$ cat config.mk
export PLATFORM = sky130hd
export DESIGN_NAME = irq_encoder32_5
export DESIGN_NICKNAME = d
export VERILOG_FILES = /design/src/rtl/irq_encoder32_5.sv
export SDC_FILE = /design/constraint.sdc
export NUM_CORES = 1
export LEC_CHECK = 0
export ABC_CLOCK_PERIOD_IN_PS = 10850
export BUFFER_PORTS_ARGS = -buffer_cell sky130_fd_sc_hd__buf_2
export CORE_MARGIN = 5
export CORE_UTILIZATION = 43
export CTS_BUF_LIST = sky130_fd_sc_hd__clkbuf_8
export CTS_CLUSTER_DIAMETER = 40
export CTS_CLUSTER_SIZE = 24
export DETAILED_ROUTE_END_ITERATION = 16
export GPL_TIMING_DRIVEN = 1
export PLACE_DENSITY = 0.62
export SLEW_MARGIN = 40
export SYNTH_ARGS = -nofsm -noshare
export SYNTH_HDL_FRONTEND = slang
export SYNTH_SLANG_ARGS = --single-unit
export TNS_END_PERCENT = 20
$ cat constraint.sdc
create_clock -name clk -period 10.85 [get_ports clk]
set_clock_uncertainty 0.2 [all_clocks]
set_input_delay 1.085 -clock clk [delete_from_list [all_inputs] [get_ports clk]]
set_output_delay 1.085 -clock clk [all_outputs]
set_load 0.05 [all_outputs]
$ cat src/rtl/irq_encoder32_5.sv
// Edge-capturing 32-to-5 interrupt priority encoder with valid/ack grant handshake.
// Define IRQ_ENCODER_ROUND_ROBIN_EN for rotating priority instead of lowest-index-wins.
module irq_encoder32_5 #(
  parameter int unsigned SYNC_STAGES = 2
) (
  input  logic        clk,
  input  logic        rst,
  input  logic [31:0] notReq,
  input  logic [31:0] mask,
  input  logic        irqAck,
  output logic        irqValid,
  output logic [4:0]  irqId,
  output logic [31:0] pending,
  output logic        overrun
);

  typedef enum logic [0:0] {StIdle, StPresent} state_e;

  state_e      r_state, w_state_d;
  logic [31:0] r_sync [SYNC_STAGES];
  logic [31:0] r_prev;
  logic [31:0] r_pending, w_pending_d;
  logic [4:0]  r_id, w_id_d;
  logic        r_overrun, w_overrun_d;
  logic [31:0] w_sync, w_edge, w_clr, w_elig;
  logic [4:0]  w_win;
  logic        w_any;

  // Flops reset to 1 so a line held low through reset still yields one edge.
  always_ff @(posedge clk or posedge rst) begin
    if (rst) begin
      for (int unsigned s = 0; s < SYNC_STAGES; s++) r_sync[s] <= '1;
      r_prev <= '1;
    end else begin
      r_sync[0] <= notReq;
      for (int unsigned s = 1; s < SYNC_STAGES; s++) r_sync[s] <= r_sync[s-1];
      r_prev <= r_sync[SYNC_STAGES-1];
    end
  end

  assign w_sync = r_sync[SYNC_STAGES-1];
  assign w_edge = ~w_sync & r_prev;
  assign w_elig = r_pending & mask;
  assign w_any  = |w_elig;

`ifdef IRQ_ENCODER_ROUND_ROBIN_EN
  logic [4:0] r_rr_last;
  logic [4:0] w_start, w_idx;

  assign w_start = r_rr_last + 5'd1;

  // Scan offsets high to low so the smallest offset from the start wins.
  always_comb begin
    w_win = '0;
    w_idx = '0;
    for (int k = 31; k >= 0; k--) begin
      w_idx = w_start + k[4:0];
      if (w_elig[w_idx]) w_win = w_idx;
    end
  end

  always_ff @(posedge clk or posedge rst) begin
    if (rst) begin
      r_rr_last <= '0;
    end else if (r_state == StPresent && irqAck) begin
      r_rr_last <= r_id;
    end
  end
`else
  always_comb begin
    w_win = '0;
    for (int k = 31; k >= 0; k--) begin
      if (w_elig[k[4:0]]) w_win = k[4:0];
    end
  end
`endif

  always_comb begin
    w_state_d = r_state;
    w_id_d    = r_id;
    w_clr     = '0;
    unique case (r_state)
      StIdle: begin
        if (w_any) begin
          w_id_d    = w_win;
          w_state_d = StPresent;
        end
      end
      StPresent: begin
        if (irqAck) begin
          w_clr[r_id] = 1'b1;
          w_state_d   = StIdle;
        end
      end
      default: w_state_d = StIdle;
    endcase
    // A new edge on the bit being retired re-arms it without counting as overrun.
    w_pending_d = (r_pending & ~w_clr) | w_edge;
    w_overrun_d = |(w_edge & r_pending & ~w_clr);
  end

  always_ff @(posedge clk or posedge rst) begin
    if (rst) begin
      r_state   <= StIdle;
      r_id      <= '0;
      r_pending <= '0;
      r_overrun <= 1'b0;
    end else begin
      r_state   <= w_state_d;
      r_id      <= w_id_d;
      r_pending <= w_pending_d;
      r_overrun <= w_overrun_d;
    end
  end

  assign irqValid = (r_state == StPresent);
  assign irqId    = r_id;
  assign pending  = r_pending;
  assign overrun  = r_overrun;

endmodule

==> results.txt <==
largest net degree at the start of global routing: 77
post-route minimum period: 2.76 ns
dpl cell area: 0.00589 mm2
Initial DRC Count: 350
IO buf count: 105
DIE AREA: 0.0145 mm2
worst path arrival time: 2.88 ns
logic gate share of total power: 20.4%
I/O pins: 106
Sink Count: 135
antenna violations before repair: 0
RSZ-0062 raised after global routing: false
Rel. slew slack: 52.2%
post-synth cell types: 47
CTS tree: done
Power Dens Cells: 202 mW/mm2
status: completed
Ys Warns: 0
dpl ws: 7.64 ns
Final Max Tran Viols: 0
Routability Congestion: 0.918
main combinational cell family by area after synthesis: simple AND/OR/NAND/NOR gates
H-tree levels: 4
Wirelength per Cell: 17.9 um
worst hold-check path type: reg -> reg
Max Fanout on Critical Path: 13
GR Util All Layers: 18.3%
commonest non-fill, non-tap cell in the layout: buf_2
Synth Register Bits: 135
max-cap violations: 0
Startpoint Class: input pin
Clk pwr share: 31.0%
endpoint type of the worst setup path: flip-flop
mux share of post-synthesis cell area: 0%
Synth Area in Adders: 0%
final worst-path cycle share: 25.5%
Async SR Flop Fraction: 100%
Crit Path Class: in -> reg
Synth Flop Type: dfstp_2
Final Power: 1.26 mW
Nets: 616
Final Hold Fails: 0
Seq/Total Area, Yosys: 66.9%
Post-Synth XOR/XNOR Area: 0%
Worst-path clk slew: 0.08 ns
Post-route DRC: 0
Synth-to-Final Area Change: 19.7%
Die Width: 120 um
static leakage: 2.79 nW
Worst Max-Slew Pin Slew: 0.717 ns
Crit path required time: 10.97 ns
mapped cell area: 0.00523 mm2
commonest non-fill, non-tap cells in the layout: buf_2 (105), dfstp_2 (96), nand2_1 (80)
Initial Utilization: 43.7%
Total Neg Setup Slack: 0 ns
Syn Inst Count: 433
chip height: 120 um
final instance area: 0.00626 mm2
sequential share of power: 48.6%
syn avg cell area: 12.1 um2
worst-skew pair later-pin latency: 0.44 ns
grt met3 use: 6.97%
Post-Synth Simple-Gate Area: 15.3%
first-pass GRT wire length: 20300 um
Net Sw Power: 430 uW
Inserted Clock Buffers: 17
CTS Buffer Depth: 2
ANT cells: 0
Final WS setup: 8.09 ns
HPWL after DPL: 9240 um
Post-CTS Hold Buffers: 0
Most Crowded Layer GR: met2
P_int: 834 uW
setup bufs post-CTS: 0
Compound-Gate Fraction of Synth Area: 14.4%
drt total wl: 12700 um
post-cts sizing count: 0
vias: 3763
ANT nets after route: 0
Placement Rows: 40
number of flops mapped to enable cells by yosys: 0
Mapped Nets: 500
worst vdd ir: 0.000110 V
total grt overflow: 0
vias per cell: 5.31
drt pass-1 iters: 5
met2 GRT Util: 29.4%
ratio of cells with drive above 1 in the final layout: 43.1%
Final setup viols: 0
met1 track demand over resource: 22.7%
switching share of power: 34.0%
Core ar.: 0.0120 mm2
vias in the first global route: 3847
Root Buffer: clkbuf_8
Max Clk Rate: 0.362 GHz
final timing paths:
check,from,endpoint,slack [ns],depth (start not counted)
max,irqAck,overrun,8.09,6
min,r_sync[32],w_sync[0],0.15,0
max reg2reg,irqId[0],overrun,8.33,5
min reg2reg,r_sync[32],w_sync[0],0.15,0
max in group asynchronous,rst,pending[19],8.79,3
min in group asynchronous,rst,pending[21],0.57,2
registers in the layout, indices dropped and copies added (netlist names):
register	cells
pending	32
overrun	1
irqValid	1
w_sync	32
r_prev	32
r_sync	32
irqId	5
cells in the mapped netlist, drive strengths merged, types with 2 or more instances:
cell     n  area [um2]
a22o     6        52.6
a32o     2        20.0
and2     3        18.8
o21ai   31         155
a21oi   25         125
nand3    2        10.0
nand2b   8        50.1
nand3b  21         158
nand2   80         300
and4b    2        23.8
a22oi   19         143
a32oi    3        26.3
o211ai   4        30.0
dfrtp   39         976
dfstp   96        2520
nor3b    3        37.5
nor4     6        37.5
inv     29         109
nor2     4        15.0
nand4    6        37.5
nand4b   3        26.3
o41ai    2        25.0
a31oi    3        18.8
and3b    3        26.3
a21bo    5        50.1
buf      7        60.1
o22a     3        26.3
clkbuf   2        7.51
and3     2        12.5
stage by stage:
| stage | util, % | std cells | hold WS, ns |
|---|---|---|---|
| global route | 52.4 | 709 | 0.145 |
| CTS | 52.4 | 709 | 0.144 |
| global placement | 49.2 | 677 | 0.146 |
| detailed placement | 49.2 | 677 | 0.147 |
| finish | 52.4 | 709 | 0.146 |
| floorplan | - | 433 | 0.145 |
power by group through the flow:
stage	Sequential [mW]	Clock, mW	Combinational [mW]
4_1_cts	0.613	0.406	0.257
3_5_place_dp	0.621	0	0.256
5_1_grt	0.621	0.429	0.277
6_report	0.614	0.392	0.258
3_3_place_gp	0.618	0	0.255
2_1_floorplan	0.685	0	0.108
per-layer routing:
layer  routed length (um)  vias up
met5                    0        -
met4                  229        0
li1                     -     1763
met3                  812       14
met2                 6160      116
met1                 5470     1870
worst max-delay path, cell delays in order:
cell,delay (ns)
buf_2,0.12
and4bb_1,0.57
a21oi_1,0.15
nor4_1,0.31
nand4_1,0.14
or4b_1,0.50
cell type report:
type                       instances  area (um2)
clock buffer                      17         234
clock inverter                    15         143
fill                            1060        5700
inverter                          29         111
multi-input combinational        260        1560
sequential                       135        3500
tap                              147         184
timing repair buffer             106         537
cells by family (layout without fill, tap and decap cells):
family	Yosys count	after routing
compound gates	112	112
buf+inv	38	167
flops	135	135
simple gates	148	148
No activity file was read; power rests on OpenSTA's default activity.
